$ cat config.mk
export PLATFORM = sky130hd
export DESIGN_NAME = rotary_input_ctrl
export DESIGN_NICKNAME = d
export VERILOG_FILES = /design/src/rtl/rotary_ctrl_pkg.sv /design/src/rtl/sync2.sv /design/src/rtl/rotary_input_ctrl.sv
export SDC_FILE = /design/constraint.sdc
export NUM_CORES = 1
export LEC_CHECK = 0
export BUFFER_PORTS_ARGS = -buffer_cell sky130_fd_sc_hd__clkbuf_2
export CORE_ASPECT_RATIO = 0.75
export CORE_MARGIN = 2
export CORE_UTILIZATION = 39
export CTS_CLUSTER_DIAMETER = 80
export DETAILED_ROUTE_END_ITERATION = 10
export SYNTH_ARGS = -nofsm -noshare
export SYNTH_HDL_FRONTEND = slang
export SYNTH_SLANG_ARGS = --single-unit
$ cat constraint.sdc
create_clock -name clk -period 2.5 [get_ports clk]
set_input_delay 0.25 -clock clk [delete_from_list [all_inputs] [get_ports clk]]
set_output_delay 0.25 -clock clk [all_outputs]
set_load 0.03 [all_outputs]
$ cat src/rtl/rotary_ctrl_pkg.sv
// Shared codes and types for the front-panel input conditioning stage.
package rotary_ctrl_pkg;

    localparam int DEB_CYCLES_DEF = 1048574;
    localparam int CNT_W          = 20;

    localparam logic [2:0] PATTN_NONE = 3'b000;
    localparam logic [2:0] PATTN_BARS = 3'b001;
    localparam logic [2:0] PATTN_TRI  = 3'b010;
    localparam logic [2:0] PATTN_CIRC = 3'b100;

    typedef enum logic [1:0] {
        IDLE  = 2'd0,
        COUNT = 2'd1,
        HELD  = 2'd2
    } press_state_e;

endpackage

$ cat src/rtl/sync2.sv
// Two-flop synchroniser for one asynchronous input, with a selectable reset level.
module sync2 #(
    parameter logic RESET_VAL = 1'b0
) (
    input  logic clk,
    input  logic reset,
    input  logic d,
    output logic q
);

    logic meta_d, meta_q;
    logic sync_d, sync_q;

    always_comb begin
        meta_d = d;
        sync_d = meta_q;
    end

    always_ff @(posedge clk) begin
        if (!reset) begin
            meta_q <= RESET_VAL;
            sync_q <= RESET_VAL;
        end else begin
            meta_q <= meta_d;
            sync_q <= sync_d;
        end
    end

    assign q = sync_q;

endmodule

$ cat src/rtl/rotary_input_ctrl.sv
// Front-panel conditioning: synchronises encoder, push and buttons and produces
// the registered pattern/rotation/scale state plus one-cycle event strobes.
module rotary_input_ctrl
    import rotary_ctrl_pkg::*;
#(
    parameter int DEB_CYCLES = DEB_CYCLES_DEF,
    parameter int IDX_MAX    = 7,
    parameter int SCAL_MIN   = 1,
    parameter int SCAL_MAX   = 5
) (
    input  logic       clk,
    input  logic       reset,
    input  logic       rot_A,
    input  logic       rot_B,
    input  logic       rot_dwn,
    input  logic       BTN0,
    input  logic       BTN1,
    input  logic       BTN2,
    input  logic       scal_up,
    output logic [2:0] pattn,
    output logic [3:0] rot_indx,
    output logic [2:0] pattn_scal,
    output logic       step_pulse,
    output logic       step_dir,
    output logic       press_pulse
);

    localparam int             N_IN     = 7;
    // Encoder lines idle high so a reset at a detent does not look like motion.
    localparam logic [N_IN-1:0] IN_RST  = 7'b000_0011;
    localparam logic [3:0]     IDX_TOP  = 4'(IDX_MAX);
    localparam logic [2:0]     SCAL_LO  = 3'(SCAL_MIN);
    localparam logic [2:0]     SCAL_HI  = 3'(SCAL_MAX);
    localparam logic [CNT_W-1:0] DEB_LAST = CNT_W'(DEB_CYCLES - 1);

    logic [N_IN-1:0] raw_in;
    logic [N_IN-1:0] sync_out;
    logic [N_IN-1:0] in_d, in_q;

    assign raw_in = {scal_up, BTN2, BTN1, BTN0, rot_dwn, rot_B, rot_A};

    genvar gi;
    generate
        for (gi = 0; gi < N_IN; gi++) begin : g_sync
            sync2 #(.RESET_VAL(IN_RST[gi])) u_sync (
                .clk   (clk),
                .reset (reset),
                .d     (raw_in[gi]),
                .q     (sync_out[gi])
            );
        end
    endgenerate

    logic       a_s, b_s, dwn_s, scal_up_s;
    logic [2:0] btn_s;

    assign a_s       = in_q[0];
    assign b_s       = in_q[1];
    assign dwn_s     = in_q[2];
    assign btn_s     = in_q[5:3];
    assign scal_up_s = in_q[6];

    logic         deb_a_d, deb_a_q;
    logic         deb_b_d, deb_b_q;
    logic         deb_a_prev_d, deb_a_prev_q;
    logic         step;
    logic [3:0]   rot_indx_d, rot_indx_q;
    logic         step_pulse_d, step_pulse_q;
    logic         step_dir_d, step_dir_q;
    press_state_e state_d, state_q;
    logic [CNT_W-1:0] cnt_d, cnt_q;
    logic         press_pulse_d, press_pulse_q;
    logic [2:0]   pattn_scal_d, pattn_scal_q;
    logic [2:0]   pattn_d, pattn_q;

    assign in_d = sync_out;

    // Quadrature filter: deb_A only moves when both lines agree, deb_B only when they differ.
    always_comb begin
        deb_a_d = deb_a_q;
        deb_b_d = deb_b_q;
        if (a_s && b_s) begin
            deb_a_d = 1'b1;
        end else if (!a_s && !b_s) begin
            deb_a_d = 1'b0;
        end else begin
            deb_b_d = b_s;
        end
        deb_a_prev_d = deb_a_q;
    end

    assign step = deb_a_q & ~deb_a_prev_q;

    always_comb begin
        rot_indx_d   = rot_indx_q;
        step_dir_d   = step_dir_q;
        step_pulse_d = step;
        if (step) begin
            step_dir_d = deb_b_q;
            if (deb_b_q) begin
                rot_indx_d = (rot_indx_q == 4'd0) ? IDX_TOP : rot_indx_q - 4'd1;
            end else begin
                rot_indx_d = (rot_indx_q == IDX_TOP) ? 4'd0 : rot_indx_q + 4'd1;
            end
        end
    end

    always_comb begin
        state_d       = state_q;
        cnt_d         = cnt_q;
        press_pulse_d = 1'b0;
        case (state_q)
            IDLE: begin
                if (dwn_s) begin
                    state_d = COUNT;
                    cnt_d   = CNT_W'(1);
                end
            end
            COUNT: begin
                if (!dwn_s) begin
                    state_d = IDLE;
                    cnt_d   = '0;
                end else if (cnt_q == DEB_LAST) begin
                    state_d       = HELD;
                    press_pulse_d = 1'b1;
                end else begin
                    cnt_d = cnt_q + CNT_W'(1);
                end
            end
            HELD: begin
                if (!dwn_s) begin
                    state_d = IDLE;
                    cnt_d   = '0;
                end
            end
            default: begin
                state_d = IDLE;
                cnt_d   = '0;
            end
        endcase
    end

    // Scale saturates at both ends; direction is whatever the switch reads in the pulse cycle.
    always_comb begin
        pattn_scal_d = pattn_scal_q;
        if (press_pulse_q) begin
            if (scal_up_s && (pattn_scal_q < SCAL_HI)) begin
                pattn_scal_d = pattn_scal_q + 3'd1;
            end else if (!scal_up_s && (pattn_scal_q > SCAL_LO)) begin
                pattn_scal_d = pattn_scal_q - 3'd1;
            end
        end
    end

    always_comb begin
        pattn_d = pattn_q;
        if (btn_s[0]) begin
            pattn_d = PATTN_BARS;
        end else if (btn_s[1]) begin
            pattn_d = PATTN_TRI;
        end else if (btn_s[2]) begin
            pattn_d = PATTN_CIRC;
        end
    end

    always_ff @(posedge clk) begin
        if (!reset) begin
            in_q          <= IN_RST;
            deb_a_q       <= 1'b1;
            deb_b_q       <= 1'b1;
            deb_a_prev_q  <= 1'b1;
            rot_indx_q    <= 4'd0;
            step_pulse_q  <= 1'b0;
            step_dir_q    <= 1'b0;
            state_q       <= IDLE;
            cnt_q         <= '0;
            press_pulse_q <= 1'b0;
            pattn_scal_q  <= SCAL_LO;
            pattn_q       <= PATTN_NONE;
        end else begin
            in_q          <= in_d;
            deb_a_q       <= deb_a_d;
            deb_b_q       <= deb_b_d;
            deb_a_prev_q  <= deb_a_prev_d;
            rot_indx_q    <= rot_indx_d;
            step_pulse_q  <= step_pulse_d;
            step_dir_q    <= step_dir_d;
            state_q       <= state_d;
            cnt_q         <= cnt_d;
            press_pulse_q <= press_pulse_d;
            pattn_scal_q  <= pattn_scal_d;
            pattn_q       <= pattn_d;
        end
    end

    assign pattn       = pattn_q;
    assign rot_indx    = rot_indx_q;
    assign pattn_scal  = pattn_scal_q;
    assign step_pulse  = step_pulse_q;
    assign step_dir    = step_dir_q;
    assign press_pulse = press_pulse_q;

endmodule

==> results of run 1 <==
## worst max-delay path, stage by stage (launching register included)
cell      delay [ns]
dfxtp_1         0.49
xor2_4          0.19
o21ai_2         0.72
buf_4           0.31
nand3b_1        0.09
mux2i_1         0.17
## synth_stat cells, types with 2 or more instances
cell type  number
nor4_1          9
a21boi_0        3
or2b_1          2
o2111ai_1       3
dfxtp_1        59
clkbuf_1       11
nor2b_1         3
and4_1          4
and2_1         19
nand2_1        19
o211ai_1        2
a21oi_1        12
nand3b_1       19
o21ai_0         6
mux2i_1        19
inv_1          14
nor2_1          7
o2bb2ai_1       2
nand3_1        22
and3_1          4
a211oi_1        4
nand4_1         2
buf_2           4
xnor2_1         2
or3_1           3
nor3_1          4
nand2b_1       12
ha_1            9
nor4_4          2
## sequential cells by signal, summed over array words and instances, names as in the netlist
register and count:
cnt_q 20, deb_a_prev_d 1, deb_a_prev_q 1, deb_b_q 1, g_sync.u_sync.meta_q 7, g_sync.u_sync.q 7
in_q 7, pattn 3, pattn_scal 3, press_pulse 1, rot_indx 4, state_q 2
step_dir 1, step_pulse 1
## per-layer routing
layer	track usage	share of wire	vias to the layer above
li1	-	-	1129
met1	0.216	0.55	956
met2	0.206	0.40	27
met3	0.0595	0.039	6
met4	0.0440	0.012	0
met5	0	0	-
## layout make-up
cell class              count  area share
inverters                  14      0.0164
multi-input cells         213       0.475
clock inverters             6      0.0129
well taps                  98      0.0383
flip-flops and latches     59       0.369
clock buffers              10      0.0430
repair buffers             25      0.0461
## through the flow
step	setup WS (ns)	utilization
2_1_floorplan	0.597	-
3_3_place_gp	0.599	0.438
3_5_place_dp	0.443	0.438
4_1_cts	0.425	0.464
5_1_grt	0.245	0.464
6_report	0.455	0.464
## final timing paths
kind / to / slack, ns / cells after the start
worst max register to register: cnt_q[17] / 0.46 / 5
worst min register to register: g_sync[0].u_sync.q / 0.41 / 1
worst max-delay path: cnt_q[17] / 0.46 / 5
worst min-delay path: g_sync[1].u_sync.meta_q / 0.08 / 2
## report_power, final
group	total [W]	switching, W	internal (W)
logic	0.0000977	0.0000551	0.0000426
clock network	0.000778	0.000395	0.000383
registers	0.000971	0.0000121	0.000959
total	0.00185	0.000462	0.00138
## cells in the final DEF, fill, tap and decap left out, types with 3 or more instances in the layout
cell and n:
buf_4 3, dfxtp_1 59, nor3_1 4, and3_1 4, clkbuf_8 10, inv_1 14
and2_1 19, a21oi_1 12, a211oi_1 4, nand3b_1 19, ha_1 9, nand2_1 19
a21boi_0 3, nand3_1 22, nor2_1 7, mux2i_1 19, and4_1 4, o21ai_0 6
or3_1 3, clkbuf_2 21, clkinvlp_4 3, nand2b_1 12, o2111ai_1 3, nor4_1 9
nor2b_1 3
## cell families (layout without fill, tap and decap cells)
logic type               count (synthesis)  count (layout)  share of synthesized area
AO/OA/AOI/OAI                           44              44                      0.108
buffers and inverters                   30              55                     0.0418
AND/OR/NAND/NOR                        137             137                      0.299
adder cells (fa/ha/maj)                  9               9                     0.0400
XOR/XNOR                                 3               3                     0.0160
multiplexers                            20              20                     0.0756
flip-flops                              59              59                      0.420
==> impl_metrics.yaml, run 1 <==
outcome:
  status: "completed"
logic_synthesis:
  synth_ff_type: "dfxtp_1"
  postSynthCellCount: 302
  synth-async-reset-ratio: 0
  synth_edf_count: 0
  yosysWarnings: 0
  synth.ff_latch_count: 59
  synthTopCellsByArea: "dfxtp_1 (42%), mux2i_1 (6.8%), nand3b_1 (5.1%), and2_1 (4.2%), ha_1 (4.0%)"
  yosys.area.top_type: "dfxtp_1"
  syn_nets: 320
  synthesis.area_um2: 2820
  synthDistinctLibCells: 50
  postSynthAreaPerCell_um2: 9.32
  yosysSeqAreaShare: 0.420
  synth_top_area_share: 0.420
floorplanning:
  die_w_um: 102
  start_util: 0.408
  io_pins: 22
  fp.coreArea_um2: 6900
  dieHeight_um: 77.6
  num_rows: 26
  die-area_um2: 7920
layout:
  diodes: 0
  final_cells: 425
  drive_gt1_frac: 0.150
  nets: 340
  seq_area_um2: 1180
  fillers: 662
  fin_area_um2: 3200
  multi_input_area_um2: 1520
  syn_to_final_growth_pct: 13.8
timing:
  setup_tns_ns: 0
  setup_violations: 0
  fin_crit_sh: 0.818
  fin_crit_ns: 2.04
  rsz0062_at_grt: "false"
  maxSlewHeadroom: 0.414
  hold-worst-slack_ns: 0.0767
  finalClockSkew_ns: 0.00507
  worstMarginPinSlew_ns: 0.879
  hold_violations: 0
  max_freq_mhz: 489
  slew_viol_final: 0
worst_hold_path:
  timing.hold.worst.class: "input port to flip-flop"
  hp-start: "rot_B"
run:
  maxCapViolCount: 0
cts:
  clockBufferDepth: 2
  cts_hold_buf: 0
  cts_setup_buffers: 0
  cts_buffers: 9
  cts_resized: 0
  cts_tree: "done"
  cts.sinks: 59
  h-tree-depth: 3
  clk_pin_slew_ns: 0.07
  cts_root_buf: "clkbuf_8"
  clock_latency_ns: 0.35
power_and_ir_drop:
  power_density_nw_per_um2: 577
  power_leakage_nw: 1.20
  ir_drop_mv: 0.315
  total_power_w: 0.00185
placement:
  dp_hpwl_um: 3570
  dpl.cell_count: 409
  place_area_um2: 3020
  port_buffers: 21
  gp_congestion: 0.792
setup_path:
  timing.rr.start: "in_q[2]"
  critPathCaptureType: "flip-flop"
  cp.arrival_ns: 2.32
  cp-start-kind: "flip-flop"
  crit_type: "flip-flop to flip-flop"
  required_ns: 2.77
  crit_start: "in_q[2]"
  crit_fanout: 22
routing:
  first_iter_violations: 109
  wl_per_cell_um: 12.7
  drt_pass1_iterations: 4
  final_antenna_net_count: 0
  postRouteWirelength_um: 5410
  route.detailed.drc: 0
  vias: 2118
  vias_per_cell: 4.98
global_routing:
  grt_pass1_wl_um: 9380
  first_global_vias: 2018
  antenna_found_initial: 0
  grt_overflow_total: 0
  grt_max_degree: 45
  grt_usage: 0.150
Power figures use the tool's default switching activity.
==> run 2: changes to the inputs <==
clock period = 1.75 ns   (was 2.5 ns; I/O delays follow)
==> impl_metrics.yaml, run 2 (synthesis gave the netlist of run 1 again) <==
timing:
  maxSlewHeadroom: 0.723
  worstMarginPinSlew_ns: 0.415
  slew_viol_final: 0
  fin_ws_ns: 0.0950
  finalClockSkew_ns: 0.0146
  fin_crit_ns: 1.65
  fin_crit_sh: 0.946
  hold_violations: 0
  rsz0062_at_grt: "true"
  setup_violations: 0
  max_freq_mhz: 604
global_routing:
  grt_pass1_wl_um: 9280
  grt_usage: 0.148
  antenna_found_initial: 0
  grt_overflow_total: 0
  grt_max_degree: 74
  first_global_vias: 2069
routing:
  drt_pass1_iterations: 4
  vias_per_cell: 5.06
  vias: 2235
  wl_per_cell_um: 12.3
  route.detailed.drc: 0
  first_iter_violations: 58
  postRouteWirelength_um: 5450
  final_antenna_net_count: 0
floorplanning:
  die-area_um2: 7920
  num_rows: 26
  die_w_um: 102
  dieHeight_um: 77.6
  fp.coreArea_um2: 6900
  io_pins: 22
  start_util: 0.408
layout:
  syn_to_final_growth_pct: 23.8
  largest-register: "cnt_q"
  fin_area_um2: 3480
  final_cell_mix: "dfxtp_1 (55), nand3_1 (22), clkbuf_2 (21)"
  nets: 357
  fillers: 669
  final_cells: 442
  diodes: 0
  drive_gt1_frac: 0.241
  mostFrequentLayoutCell: "dfxtp_1"
  largest_reg_flops: 20
  post-route-util: 0.505
power_and_ir_drop:
  ir_drop_mv: 0.483
  p_comb_frac: 0.047
  power_density_nw_per_um2: 886
  power.switching_w: 0.000697
  internal-power_w: 0.00239
  clockPowerShare: 0.505
  total_power_w: 0.00309
  seq_power_share: 0.448
  power_leakage_nw: 1.33
  swShare: 0.226
setup_path:
  slowest_stage: "dfxtp_4"
  r2r_end: "pattn_scal[1]"
  cp.arrival_ns: 1.91
  endpoint: "pattn_scal[1]"
  critPathCaptureType: "flip-flop"
  cp.depth: 6
  crit_start: "pattn_scal[1]"
  max_stage_delay_ns: 0.38
  timing.rr.start: "pattn_scal[1]"
  crit_type: "flip-flop to flip-flop"
  timing.critical_path.max_delay_family: "compound AO/OA/AOI/OAI gates"
  worst-path-buf-inv: 1
  required_ns: 2.01
  reg2reg_slack_ns: 0.1
  path_cells: "inv_1 -> ha_1 -> o21bai_1 -> a221o_1 -> or3b_1 -> a21boi_0"
  cp-start-kind: "flip-flop"
  crit_fanout: 6
  r2r_cells: 6
cts:
  cts_hold_buf: 0
  cts_root_buf: "clkbuf_8"
  clockBufferDepth: 2
  clk_pin_slew_ns: 0.06
  clock_latency_ns: 0.35
  cts.sinks: 59
  cts_buffers: 9
  h-tree-depth: 3
  cts_tree: "done"
placement:
  dp_hpwl_um: 3440
  dpl.cell_count: 423
  port_buffers: 21
  place_ws_ns: 0.00187
  place_area_um2: 3130
  gp_congestion: 0.789
run:
  maxCapViolCount: 0
worst_hold_path:
  timing.hold.worst.class: "input port to flip-flop"
outcome:
  status: "completed"
## run 2: changes by cell type in the layout (fill, tap and decap cells not counted), moves of 3 or more
cell,before,now
buf_4,3,18
nor4_1,9,3
nor4_2,0,5
dfxtp_1,59,55
bufinv_16,0,3
clkinvlp_4,3,0
dfxtp_2,0,3
## run 2: routing by layer
layer / vias up / global-route usage / part of all wire
li1: 1158 / - / -
met1: 1044 / 0.192 / 0.51
met2: 26 / 0.224 / 0.45
met3: 7 / 0.0514 / 0.030
met4: 0 / 0.0600 / 0.0097
met5: - / 0 / 0
## run 2: stage by stage
stage,hold slack (ns),setup TNS [ns]
finish,0.0231,0
global route,0.0179,-0.0420
CTS,0.00988,0
detailed placement,0.367,0
global placement,0.362,0
floorplan,0.276,0
## run 2: layout make-up
class	instances	area, µm²	area share
Clock buffer	9	124	0.0355
Clock inverter	7	125	0.0359
Inverter	14	52.6	0.0151
Multi-Input combinational cell	213	1590	0.456
Sequential cell	59	1190	0.341
Tap cell	98	123	0.0352
Timing Repair Buffer	42	283	0.0811
## run 2: what timing repair did
item | 4_1_cts | 5_1_grt
gates resized for setup | 0 | 20
endpoints found under the setup margin | 1 | 20
gates cloned | 0 | 1
pin swaps | 1 | 1
setup buffers | 2 | 0
## run 2: worst reg2reg max path, cell delays in order (launching register included)
cell	delay, ns
dfxtp_4	0.38
inv_1	0.06
ha_1	0.17
o21bai_1	0.15
a221o_1	0.31
or3b_1	0.37
a21boi_0	0.15
## run 2: power by group through the flow
| stage | logic (W) | clock network [W] | registers, W |
|---|---|---|---|
| 2_1_floorplan | 0.0000978 | 0 | 0.00142 |
| 3_3_place_gp | 0.000142 | 0 | 0.00141 |
| 3_5_place_dp | 0.000146 | 0 | 0.00141 |
| 4_1_cts | 0.000147 | 0.00160 | 0.00138 |
| 5_1_grt | 0.000167 | 0.00165 | 0.00139 |
| 6_report | 0.000146 | 0.00156 | 0.00138 |
## run 2: worst min path at each step
stage / from / endpoint / slack [ns] / cells past startpoint
floorplan: rot_A / g_sync[0].u_sync.meta_q / 0.28 / 1
global placement: rot_A / g_sync[0].u_sync.meta_q / 0.36 / 2
detailed placement: rot_A / g_sync[0].u_sync.meta_q / 0.37 / 2
CTS: rot_A / g_sync[0].u_sync.meta_q / 0.01 / 2
global route: BTN1 / g_sync[4].u_sync.meta_q / 0.02 / 2
finish: rot_A / g_sync[0].u_sync.meta_q / 0.02 / 2
==> run 3: changes to the inputs <==
MAX_ROUTING_LAYER = met4   (was not set)
clock period = 1.49 ns   (was 1.75 ns; I/O delays follow)
==> impl_metrics.yaml, run 3 (synthesis gave the netlist of run 1 again) <==
setup_path:
  timing.critical_path.max_delay_family: "simple AND/OR/NAND/NOR gates"
  crit_fanout: 7
  cp.arrival_ns: 1.94
  crit_type: "flip-flop to flip-flop"
  required_ns: 1.78
  reg2reg_slack_ns: -0.16
  cp-start-kind: "flip-flop"
  crit_top_cell: "buf_4"
  slowest_stage: "or4_4"
  path_cells: "buf_4 -> buf_4 -> buf_4 -> and2_1 -> o21ai_4 -> or4_4 -> a21oi_2"
  worst-path-buf-inv: 3
  critPathCaptureType: "flip-flop"
  max_stage_delay_ns: 0.45
cts:
  h-tree-depth: 3
  cts_tree: "done"
  clock_latency_ns: 0.34
  cts_buffers: 9
  cts_root_buf: "clkbuf_8"
  cts.sinks: 59
  clk_pin_slew_ns: 0.08
  clockBufferDepth: 2
global_routing:
  grt_overflow_total: 0
  grt_max_degree: 38
  first_global_vias: 2257
  antenna_found_initial: 0
  grt_usage: 0.181
  grt_pass1_wl_um: 11000
routing:
  first_iter_violations: 160
  drt_pass1_iterations: 4
  postRouteWirelength_um: 6840
  wl_per_cell_um: 13.8
  route.detailed.drc: 0
  vias_per_cell: 5.06
  final_antenna_net_count: 0
  vias: 2507
placement:
  gp_congestion: 0.846
  port_buffers: 21
  place_ws_ns: -0.119
  place_area_um2: 3450
  dp_hpwl_um: 4140
timing:
  worstMarginPinSlew_ns: 0.402
  fin_ws_ns: -0.162
  slew_viol_final: 0
  max_freq_mhz: 605
  maxSlewHeadroom: 0.731
  hold_violations: 0
  finalClockSkew_ns: 0.00897
  fin_crit_ns: 1.65
  setup_violations: 25
  rsz0062_at_grt: "true"
  hold-worst-slack_ns: 0.00928
  fin_crit_sh: 1.11
outcome:
  status: "complete, but fails checks"
  failed_checks: "negative setup slack"
layout:
  nets: 410
  mostFrequentLayoutCell: "buf_4"
  drive_gt1_frac: 0.393
  fillers: 592
  final_cell_mix: "buf_4 (55), dfxtp_1 (50), clkbuf_2 (21)"
  largest_reg_flops: 20
  diodes: 0
  fin_area_um2: 4150
  syn_to_final_growth_pct: 47.3
  largest-register: "cnt_q"
floorplanning:
  fp.coreArea_um2: 6900
  die-area_um2: 7920
  num_rows: 26
  dieHeight_um: 77.6
  die_w_um: 102
  io_pins: 22
  start_util: 0.408
power_and_ir_drop:
  internal-power_w: 0.00278
  seq_power_share: 0.448
  swShare: 0.232
  ir_drop_mv: 0.633
  p_comb_frac: 0.066
  power_density_nw_per_um2: 874
  power.switching_w: 0.000842
  clockPowerShare: 0.486
  power_leakage_nw: 1.66
worst_hold_path:
  timing.hold.worst.class: "input port to flip-flop"
run:
  maxCapViolCount: 0
run 3: power by group through the flow:
stage	registers, W	clock network [W]	logic (W)
2_1_floorplan	0.00167	0	0.000115
3_3_place_gp	0.00166	0	0.000185
3_5_place_dp	0.00166	0	0.000188
4_1_cts	0.00162	0.00180	0.000221
5_1_grt	0.00163	0.00187	0.000265
6_report	0.00162	0.00176	0.000240
run 3: timing repair:
item,in CTS,in global routing
cloned,2,0
endpoints found under the setup margin,23,27
hold buffers,5,0
pin swaps,9,7
endpoints found under the hold margin,5,0
gates resized for setup,34,31
buffers inserted,13,3
run 3: per-layer routing:
| metal | wire length [µm] | share of wire | track usage |
|---|---|---|---|
| met3 | 313 | 0.046 | 0.0604 |
| met5 | 0 | 0 | - |
| met4 | 114 | 0.017 | 0.0547 |
| met2 | 3000 | 0.44 | 0.241 |
| met1 | 3410 | 0.50 | 0.257 |
run 3: final timing paths:
check                          start  cells past startpoint                 endpoint
max reg2reg                 cnt_q[1]                      7                cnt_q[11]
max                         cnt_q[1]                      7                cnt_q[11]
min                             BTN2                      2  g_sync[5].u_sync.meta_q
min reg2reg  g_sync[0].u_sync.meta_q                      1       g_sync[0].u_sync.q
run 3: layout make-up:
class                   count  area, µm²  share of cell area
multi-input cells         213       1790               0.432
flip-flops and latches     59       1200               0.289
repair buffers             95        736               0.177
clock buffers              10        149              0.0359
well taps                  98        123              0.0296
clock inverters             6       95.1              0.0229
inverters                  14       55.1              0.0133
run 3: through the flow:
| step | TNS (ns) | std cells | total power (W) | utilization |
|---|---|---|---|---|
| finish | -2.30 | 495 | 0.00362 | 0.601 |
| global route | -4.59 | 495 | 0.00376 | 0.601 |
| global placement | -0.985 | 462 | 0.00184 | 0.501 |
| CTS | -0.688 | 492 | 0.00364 | 0.576 |
| floorplan | -0.163 | 302 | 0.00178 | - |
| detailed placement | -1.19 | 462 | 0.00185 | 0.501 |
